### config.mk
export PLATFORM = sky130hd
export DESIGN_NAME = button_conditioner
export DESIGN_NICKNAME = d
export VERILOG_FILES = /design/src/rtl/button_conditioner.sv
export SDC_FILE = /design/constraint.sdc
export NUM_CORES = 1
export LEC_CHECK = 0
export ABC_AREA = 1
export BUFFER_PORTS_ARGS = -buffer_cell sky130_fd_sc_hd__buf_2
export CAP_MARGIN = 20
export CORE_MARGIN = 4
export CORE_UTILIZATION = 35
export DETAILED_ROUTE_END_ITERATION = 10
export PLACE_DENSITY = 0.5
export SLEW_MARGIN = 20
export SYNTH_ARGS = -nofsm -noshare
export SYNTH_HDL_FRONTEND = slang
export SYNTH_SLANG_ARGS = --single-unit
### constraint.sdc
create_clock -name clk -period 1.5 [get_ports clk]
set_input_delay 0.3 -clock clk [delete_from_list [all_inputs] [get_ports clk]]
set_output_delay 0.3 -clock clk [all_outputs]
set_load 0.01 [all_outputs]
### src/rtl/button_conditioner.sv
// ---------------------------------------------------------------------------
// button_conditioner
//
// Cleans up raw push-button levels before they reach the pixel-generation
// stage. Each channel passes through a 2-FF synchronizer and then a
// counter-based debounce FSM. The FSM drives three registered outputs: a
// debounced level, a one-cycle press pulse and a one-cycle release pulse.
//
// Optional feature (macro BTN_REPEAT_EN): when this macro is defined, a held
// button produces auto-repeat press pulses. The first repeat comes
// REPEAT_DELAY cycles after the press pulse. Later repeats come every
// REPEAT_PERIOD cycles while the channel stays in PRESSED. When the macro is
// undefined, no repeat logic is built.
//
// Ports:
//   clk         in   system clock, rising edge
//   reset       in   synchronous, active-low reset
//   btn_raw     in   [NUM_BTN] asynchronous raw levels, 1 = pressed
//   btn_level   out  [NUM_BTN] debounced level (registered)
//   btn_press   out  [NUM_BTN] one-cycle pulse per accepted press / repeat
//   btn_release out  [NUM_BTN] one-cycle pulse per accepted release
// ---------------------------------------------------------------------------
module button_conditioner #(
  parameter int NUM_BTN       = 2,
  parameter int DB_CYCLES     = 1000000,
  parameter int REPEAT_DELAY  = 50000000,
  parameter int REPEAT_PERIOD = 10000000
) (
  input  logic               clk,
  input  logic               reset,
  input  logic [NUM_BTN-1:0] btn_raw,
  output logic [NUM_BTN-1:0] btn_level,
  output logic [NUM_BTN-1:0] btn_press,
  output logic [NUM_BTN-1:0] btn_release
);

  localparam int CNT_W = $clog2(DB_CYCLES + 1);

  if (DB_CYCLES < 2 || REPEAT_DELAY < 1 || REPEAT_PERIOD < 1) begin : g_param_check
    $error("button_conditioner: illegal parameter value");
  end

  typedef enum logic [1:0] {
    IDLE,
    WAIT_PRESS,
    PRESSED,
    WAIT_RELEASE
  } state_t;

  logic [NUM_BTN-1:0] sync1_q, sync1_d;
  logic [NUM_BTN-1:0] sync2_q, sync2_d;
  state_t             state_q [NUM_BTN];
  state_t             state_d [NUM_BTN];
  logic [CNT_W-1:0]   cnt_q   [NUM_BTN];
  logic [CNT_W-1:0]   cnt_d   [NUM_BTN];
  logic [NUM_BTN-1:0] btn_level_q, btn_level_d;
  logic [NUM_BTN-1:0] btn_press_q, btn_press_d;
  logic [NUM_BTN-1:0] btn_release_q, btn_release_d;
  logic [NUM_BTN-1:0] rep_fire;

`ifdef BTN_REPEAT_EN
  localparam int REP_MAX = (REPEAT_DELAY > REPEAT_PERIOD) ? REPEAT_DELAY : REPEAT_PERIOD;
  localparam int REP_W   = $clog2(REP_MAX + 1);

  logic [REP_W-1:0]   rep_cnt_q [NUM_BTN];
  logic [REP_W-1:0]   rep_cnt_d [NUM_BTN];
  logic [NUM_BTN-1:0] rep_armed_q, rep_armed_d;

  // Fire when the channel stays in PRESSED and the counter reaches its
  // current threshold. The threshold is the initial delay until the first
  // repeat fires; after that, it is the repeat period.
  always_comb begin
    rep_fire = '0;
    for (int i = 0; i < NUM_BTN; i++) begin
      if (state_q[i] == PRESSED && sync2_q[i]) begin
        if (rep_armed_q[i])
          rep_fire[i] = (rep_cnt_q[i] == REP_W'(REPEAT_PERIOD - 1));
        else
          rep_fire[i] = (rep_cnt_q[i] == REP_W'(REPEAT_DELAY - 1));
      end
    end
  end

  // The repeat counter only advances while a channel remains in PRESSED.
  // Entering PRESSED (from a press or a bounce back from WAIT_RELEASE)
  // starts the initial delay from zero again.
  always_comb begin
    rep_armed_d = rep_armed_q;
    for (int i = 0; i < NUM_BTN; i++) begin
      rep_cnt_d[i] = '0;
      if (state_q[i] == PRESSED && state_d[i] == PRESSED) begin
        if (rep_fire[i]) begin
          rep_armed_d[i] = 1'b1;
        end else begin
          rep_cnt_d[i] = rep_cnt_q[i] + REP_W'(1);
        end
      end else begin
        rep_armed_d[i] = 1'b0;
      end
    end
  end

  // Repeat state register
  always_ff @(posedge clk) begin
    if (!reset) begin
      rep_armed_q <= '0;
      for (int i = 0; i < NUM_BTN; i++) rep_cnt_q[i] <= '0;
    end else begin
      rep_armed_q <= rep_armed_d;
      for (int i = 0; i < NUM_BTN; i++) rep_cnt_q[i] <= rep_cnt_d[i];
    end
  end
`else
  assign rep_fire = '0;
`endif

  // State register, synchronizer and registered outputs
  always_ff @(posedge clk) begin
    if (!reset) begin
      sync1_q       <= '0;
      sync2_q       <= '0;
      btn_level_q   <= '0;
      btn_press_q   <= '0;
      btn_release_q <= '0;
      for (int i = 0; i < NUM_BTN; i++) begin
        state_q[i] <= IDLE;
        cnt_q[i]   <= '0;
      end
    end else begin
      sync1_q       <= sync1_d;
      sync2_q       <= sync2_d;
      btn_level_q   <= btn_level_d;
      btn_press_q   <= btn_press_d;
      btn_release_q <= btn_release_d;
      for (int i = 0; i < NUM_BTN; i++) begin
        state_q[i] <= state_d[i];
        cnt_q[i]   <= cnt_d[i];
      end
    end
  end

  // Next state: the FSM only ever looks at the second synchronizer stage.
  always_comb begin
    sync1_d = btn_raw;
    sync2_d = sync1_q;
    for (int i = 0; i < NUM_BTN; i++) begin
      state_d[i] = state_q[i];
      cnt_d[i]   = cnt_q[i];
      case (state_q[i])
        IDLE: begin
          if (sync2_q[i]) begin
            state_d[i] = WAIT_PRESS;
            cnt_d[i]   = '0;
          end
        end
        WAIT_PRESS: begin
          if (!sync2_q[i]) begin
            state_d[i] = IDLE;
            cnt_d[i]   = '0;
          end else if (cnt_q[i] == CNT_W'(DB_CYCLES - 1)) begin
            state_d[i] = PRESSED;
          end else begin
            cnt_d[i] = cnt_q[i] + CNT_W'(1);
          end
        end
        PRESSED: begin
          if (!sync2_q[i]) begin
            state_d[i] = WAIT_RELEASE;
            cnt_d[i]   = '0;
          end
        end
        WAIT_RELEASE: begin
          if (sync2_q[i]) begin
            state_d[i] = PRESSED;
          end else if (cnt_q[i] == CNT_W'(DB_CYCLES - 1)) begin
            state_d[i] = IDLE;
          end else begin
            cnt_d[i] = cnt_q[i] + CNT_W'(1);
          end
        end
        default: begin
          state_d[i] = IDLE;
          cnt_d[i]   = '0;
        end
      endcase
    end
  end

  // Outputs: pulses are raised only on the edge where a debounce completes
  // (or a repeat fires), so they clear by themselves one cycle later.
  always_comb begin
    btn_level_d   = btn_level_q;
    btn_press_d   = '0;
    btn_release_d = '0;
    for (int i = 0; i < NUM_BTN; i++) begin
      case (state_q[i])
        WAIT_PRESS: begin
          if (sync2_q[i] && cnt_q[i] == CNT_W'(DB_CYCLES - 1)) begin
            btn_level_d[i] = 1'b1;
            btn_press_d[i] = 1'b1;
          end
        end
        PRESSED: begin
          btn_press_d[i] = rep_fire[i];
        end
        WAIT_RELEASE: begin
          if (!sync2_q[i] && cnt_q[i] == CNT_W'(DB_CYCLES - 1)) begin
            btn_level_d[i]   = 1'b0;
            btn_release_d[i] = 1'b1;
          end
        end
        default: ;
      endcase
    end
  end

  assign btn_level   = btn_level_q;
  assign btn_press   = btn_press_q;
  assign btn_release = btn_release_q;

endmodule

==> results of run 1 <==
## flip-flops by register name, summed over array words and instances (netlist names), named ones only
register	count
btn_press	2
sync1_q	2
sync2_q	2
btn_release	2
btn_level	2
state_q	2
cnt_q	40
## worst max-delay path, cell delays in order (launching register included)
cell and delay [ns]:
dfxtp_4 0.39, inv_2 0.04, ha_4 0.20, nand2_2 0.05, nand2_2 0.06, nor2_4 0.12
buf_6 0.13, nand2_8 0.06, buf_6 0.13, nor3b_2 0.18, nor2_1 0.06
## cell families after synthesis
group / Yosys count / synth area share (%)
xor gates and xnor gates: 1 / 0.279
AOI/OAI and AO/OA: 63 / 11.3
and+or+nand+nor: 297 / 43.2
DFF: 54 / 34.5
adders and majority gates: 5 / 2.00
buffers and inverters: 69 / 8.70
## Yosys cell counts, types with 3 or more instances
library cell  count
ha_1              5
o211ai_1          3
nand2_1         137
nand2_4           3
o22ai_1           4
dfxtp_1          54
o21bai_1          5
o21ai_1           5
nor2_2            7
inv_2             6
a21oi_1          28
nor2_1           75
nand3_1          33
nand4_1          12
nor3_1            4
nor2_4            9
inv_1            58
o21ai_0          15
nand2_2           9
## repair_timing
| action | CTS | global route |
|---|---|---|
| cloned | 0 | 1 |
| buffers inserted | 2 | 8 |
| endpoints found under the hold margin | 0 | 0 |
| setup endpoints to repair | 22 | 42 |
| resized for setup | 18 | 68 |
| pin swaps | 11 | 35 |
## metrics by stage
| stage | setup TNS, ns | power [mW] | instance area [sq um] | hold slack (ns) | utilization [%] |
|---|---|---|---|---|---|
| finish | -0.0528 | 4.03 | 4130 | 0.155 | 47.3 |
| global route | -1.34 | 4.29 | 4130 | 0.160 | 47.3 |
| CTS | -0.627 | 3.67 | 3850 | 0.151 | 44.1 |
| detailed placement | -1.00 | 2.49 | 3660 | 0.404 | 41.9 |
| global placement | -0.510 | 2.49 | 3660 | 0.400 | 41.9 |
| floorplan | -0.0196 | 2.19 | 3150 | 0.390 | - |
## worst max path at each step
stage                    to  slack [ns]  cells after the start          start
2_1_floorplan  cnt_q[0][13]       -0.01                     11  state_q[0][0]
3_3_place_gp    cnt_q[0][8]       -0.07                     11  state_q[0][0]
3_5_place_dp    cnt_q[0][8]        -0.1                     11  state_q[0][0]
4_1_cts        cnt_q[0][17]       -0.06                     10  state_q[0][0]
5_1_grt         cnt_q[0][8]       -0.16                     11  state_q[0][0]
6_report        cnt_q[0][3]       -0.03                     10  state_q[0][0]
## final cells by class
type | count | area [sq um] | area share (%)
clock buffers | 6 | 72.6 | 1.76
inverters | 64 | 255 | 6.18
repair buffers | 68 | 507 | 12.3
clock inverters | 2 | 37.5 | 0.909
multi-input cells | 367 | 2020 | 48.9
well taps | 108 | 135 | 3.27
flip-flops and latches | 54 | 1100 | 26.7
## routing by layer
layer,up-vias,GRT usage [%]
met5,-,0
met4,0,4.34
met3,7,2.50
met2,36,29.2
li1,1700,-
met1,1473,20.3
## power by group through the flow
stage / Clock (mW) / Combinational [mW] / Sequential (mW)
after CTS: 1.05 / 1.06 / 1.56
after global placement: 0 / 0.925 / 1.56
after floorplan: 0 / 0.617 / 1.57
after global routing: 1.11 / 1.60 / 1.58
final: 1.01 / 1.45 / 1.57
after detailed placement: 0 / 0.925 / 1.57
==> impl_metrics.yaml, run 1 <==
placement:
  pre_cts_ws_ns: -0.0965
  port_buffers: 9
  dp_cells: 650
  place_congestion: 0.868
  hpwl_mm: 6.08
clock_network:
  cts_hold_buf: 0
  numCtsBuffers: 5
  clock-root-buffer: "clkbuf_8"
  htree_levels: 2
  cts_tree: "built"
  clk-insertion-delay-late_ns: 0.32
  clock_sinks: 54
  path_clk_slew_ns: 0.11
  clock_path_buffers: 2
synthesis:
  syn_nets: 498
  syn_inst: 489
  ys_seq_area_share_pct: 34.5
  synth_top_area_share_pct: 34.5
  syn-mean-instance-area_sq_um: 6.41
  synth.distinct_cells: 32
  synth_area_leaders: "dfxtp_1 34%, nand2_1 16%, nor2_1 9.0%"
  ys.flop_type: "dfxtp_1"
  yosys.area.top_type: "dfxtp_1"
  synth_edf_count: 0
  syn_area_sq_um: 3130
  synth_seq_cells: 54
  async_flop_share_pct: 0
  ys_warn_count: 0
worst_hold_path:
  holdPathEnd: "sync1_q[0]"
  hold_path_class: "input port to flip-flop"
  hold_path_startpoint: "btn_raw[0]"
  hold_path_depth: 3
power_and_ir_drop:
  vdd_drop_max_v: 0.000422
  seqPwrFrac_pct: 39.0
  pwr_density_cell_nw_per_um2: 976
  combPwrFrac_pct: 35.9
  p_leak_nw: 1.59
  sw_frac_of_total_pct: 33.5
  internal_power_mw: 2.68
  p_sw_mw: 1.35
  clockPowerShare_pct: 25.1
setup_path:
  path_class: "flip-flop to flip-flop"
  timing.rr.start: "state_q[0][0]"
  required_ns: 1.72
  reg2reg_to: "cnt_q[0][3]"
  crit_path_max_fanout: 7
  startpoint_type: "flip-flop"
  crit_arrival_ns: 1.74
  reg2reg_depth: 10
  ff2ff_setup_slack_ns: -0.03
  end_kind: "flip-flop"
drt:
  wl_met1_mm: 3.79
  vias: 3216
  drt_iter0_markers: 96
  routed_wl_mm: 8.33
  viasPerCell: 4.81
  ant_nets: 0
  wl_met2_mm: 4.21
  drc: 0
  met3WireLength_microns: 223
  drt-wirelength-per-cell_microns: 12.5
  firstDrtPassIters: 4
  top_layer_used: "met4"
cells_and_area:
  fillers: 907
  drive_gt1_share_pct: 30.3
  area_delta_synth_final_pct: 31.7
  mostFrequentLayoutCell: "nand2_1"
  final_cell_mix: "130 x nand2_1, 64 x nor2_1, 54 x buf_4"
  fin_nets: 569
  stdcell_count: 669
  diodes: 0
timing:
  maxSlewHeadroom_pct: 82.0
  period_share_pct: 102
  drv_slew: 0
  hold_violations: 0
  max_freq_ghz: 0.656
  rsz0062_at_grt: "yes"
  worstMarginPinSlew_ns: 0.267
  min_period_ns: 1.53
  setup_viol: 3
  clock_skew_ns: 0.0196
  fin_ws_ns: -0.0251
floorplan:
  die_area_sq_um: 10500
  die_w_microns: 103
  io_pins: 10
  start_util_pct: 35.9
  coreArea_sq_um: 8720
  row_count: 34
  die_h_microns: 103
grt:
  antenna_found_initial: 0
  grt_overflow_total: 0
  grt_pass1_wl_mm: 13.8
  gr-usage-all-layers_pct: 16.3
  grt_max_degree: 17
  grt_pass1_vias: 3029
flow_run:
  max_cap_violations: 0
run_status:
  status: "complete, but fails checks"
  failed_checks: "negative setup slack"
(Power assumes the default switching activity.)
==> run 2: changes to the inputs <==
--- a/config.mk
+++ b/config.mk
@@ -11,7 +11,7 @@
 export CORE_MARGIN = 4
 export CORE_UTILIZATION = 35
 export DETAILED_ROUTE_END_ITERATION = 10
-export PLACE_DENSITY = 0.5
+export PLACE_DENSITY = 0.48
 export SLEW_MARGIN = 20
 export SYNTH_ARGS = -nofsm -noshare
 export SYNTH_HDL_FRONTEND = slang
==> constraint.sdc (replaced) <==
create_clock -name clk -period 1.51 [get_ports clk]
set_input_delay 0.302 -clock clk [delete_from_list [all_inputs] [get_ports clk]]
set_output_delay 0.302 -clock clk [all_outputs]
set_load 0.01 [all_outputs]
==> impl_metrics.yaml, run 2 (synthesis results as in run 1) <==
cells_and_area:
  fin_util_pct: 46.1
  area_delta_synth_final_pct: 28.3
  regArea_sq_um: 1100
  drive_gt1_share_pct: 27.4
  largest_register_ffs: 40
  mostFrequentLayoutCell: "nand2_1"
  final_cell_mix: "132 x nand2_1, 68 x nor2_1, 55 x inv_1"
  fin_nets: 560
  regMostFlops: "cnt_q"
  fillers: 899
  diodes: 0
  multi_input_area_sq_um: 1960
timing:
  worstMarginPinSlew_ns: 0.318
  period_share_pct: 98.1
  hold_violations: 0
  fin_ws_ns: 0.0286
  rsz0062_at_grt: "yes"
  clock_skew_ns: 0.0205
  setup_viol: 0
  max_freq_ghz: 0.675
  holdWs_ns: 0.170
  drv_slew: 0
  maxSlewHeadroom_pct: 78.6
  min_period_ns: 1.48
setup_path:
  startpoint_type: "flip-flop"
  cpMaxStageDelayCell: "dfxtp_4"
  reg2reg_depth: 10
  crit_path_max_fanout: 8
  ff2ff_setup_slack_ns: 0.03
  reg2reg_to: "cnt_q[0][16]"
  end_kind: "flip-flop"
  crit_arrival_ns: 1.74
  required_ns: 1.77
  timing.rr.start: "state_q[0][0]"
  cp_cell_sequence: "inv_2, ha_4, nand2_2, nand2_2, nor2_4, buf_8, inv_6, nor2_4, nand3_2, a21oi_2"
  cp_top_family: "simple AND/OR/NAND/NOR gates"
  cpPeakStageDelay_ns: 0.38
  path_class: "flip-flop to flip-flop"
  worst-path-stages: 10
  worst-path-buf-inv: 3
floorplan:
  coreArea_sq_um: 8720
  io_pins: 10
  die_h_microns: 103
  die_w_microns: 103
  row_count: 34
  start_util_pct: 35.9
  die_area_sq_um: 10500
drt:
  drt-wirelength-per-cell_microns: 12.4
  viasPerCell: 4.79
  vias: 3159
  firstDrtPassIters: 5
  routed_wl_mm: 8.17
  drc: 0
  drt_iter0_markers: 106
  ant_nets: 0
clock_network:
  clock_sinks: 54
  clk-insertion-delay-late_ns: 0.32
  clock-root-buffer: "clkbuf_8"
  path_clk_slew_ns: 0.11
  clock_path_buffers: 2
  htree_levels: 2
  cts_tree: "built"
  numCtsBuffers: 5
worst_hold_path:
  hold_path_class: "input port to flip-flop"
  hold_path_startpoint: "btn_raw[1]"
  holdPathEnd: "sync1_q[1]"
  hold_path_depth: 3
placement:
  pre_cts_ws_ns: -0.112
  port_buffers: 9
  hpwl_mm: 6.18
  place_congestion: 0.887
power_and_ir_drop:
  total_power_mw: 3.92
  vdd_drop_max_v: 0.000376
  p_leak_nw: 1.57
  pwr_density_cell_nw_per_um2: 974
grt:
  grt_pass1_wl_mm: 14.0
  grt_overflow_total: 0
  grt_max_degree: 17
  gr-usage-all-layers_pct: 16.6
  antenna_found_initial: 0
  grt_pass1_vias: 2994
run_status:
  status: "finished, final reports clean"
flow_run:
  max_cap_violations: 0
run 2: routing by layer:
metal | track usage [%] | routed length (microns) | up-vias
met5 | 0 | 0 | -
met4 | 5.25 | 155 | 0
met3 | 2.57 | 157 | 10
met2 | 28.3 | 3990 | 23
met1 | 21.5 | 3870 | 1441
li1 | - | - | 1685
run 2: metrics by stage:
| step | cells | instance area (sq um) | setup TNS [ns] |
|---|---|---|---|
| 2_1_floorplan | 489 | 3140 | -0.00649 |
| 6_report | 660 | 4020 | 0 |
| 4_1_cts | 656 | 3880 | -0.0409 |
| 3_5_place_dp | 646 | 3620 | -1.28 |
| 3_3_place_gp | 646 | 3620 | -0.787 |
| 5_1_grt | 660 | 4020 | -0.731 |
run 2: worst min-delay path, delay by kind of cell:
| kind | cells | cell delay (ns) |
|---|---|---|
| buffers and inverters | 2 | 0.11 |
| and+or+nand+nor | 1 | 0.04 |
run 2: worst max path at each step:
stage / startpoint / to / slack, ns
after floorplan: state_q[0][0] / cnt_q[0][13] / -0.004
after global placement: cnt_q[0][1] / cnt_q[0][1] / -0.07
after detailed placement: state_q[0][0] / cnt_q[0][13] / -0.11
after CTS: state_q[0][0] / cnt_q[0][17] / -0.01
after global routing: state_q[0][0] / cnt_q[0][13] / -0.07
final: state_q[0][0] / cnt_q[0][16] / 0.03
run 2: repair_timing:
item	CTS	global route
buffers inserted	1	3
gates cloned	1	1
setup endpoints to repair	21	43
pin swaps	12	14
hold buffers	0	0
resized for setup	26	41
run 2: cell type report:
type                            instances  area share (%)
Tap cell                              108            3.36
Inverter                               64            6.28
Clock inverter                          2            1.49
Clock buffer                            6            2.05
Timing Repair Buffer                   58            10.7
Multi-Input combinational cell        368            48.6
Sequential cell                        54            27.5
run 2: report_power, final:
part	switching, mW	leakage, nW	internal (mW)
Sequential	0.0511	0.444	1.49
Combinational	0.682	1.05	0.471
Clock	0.510	0.0714	0.708
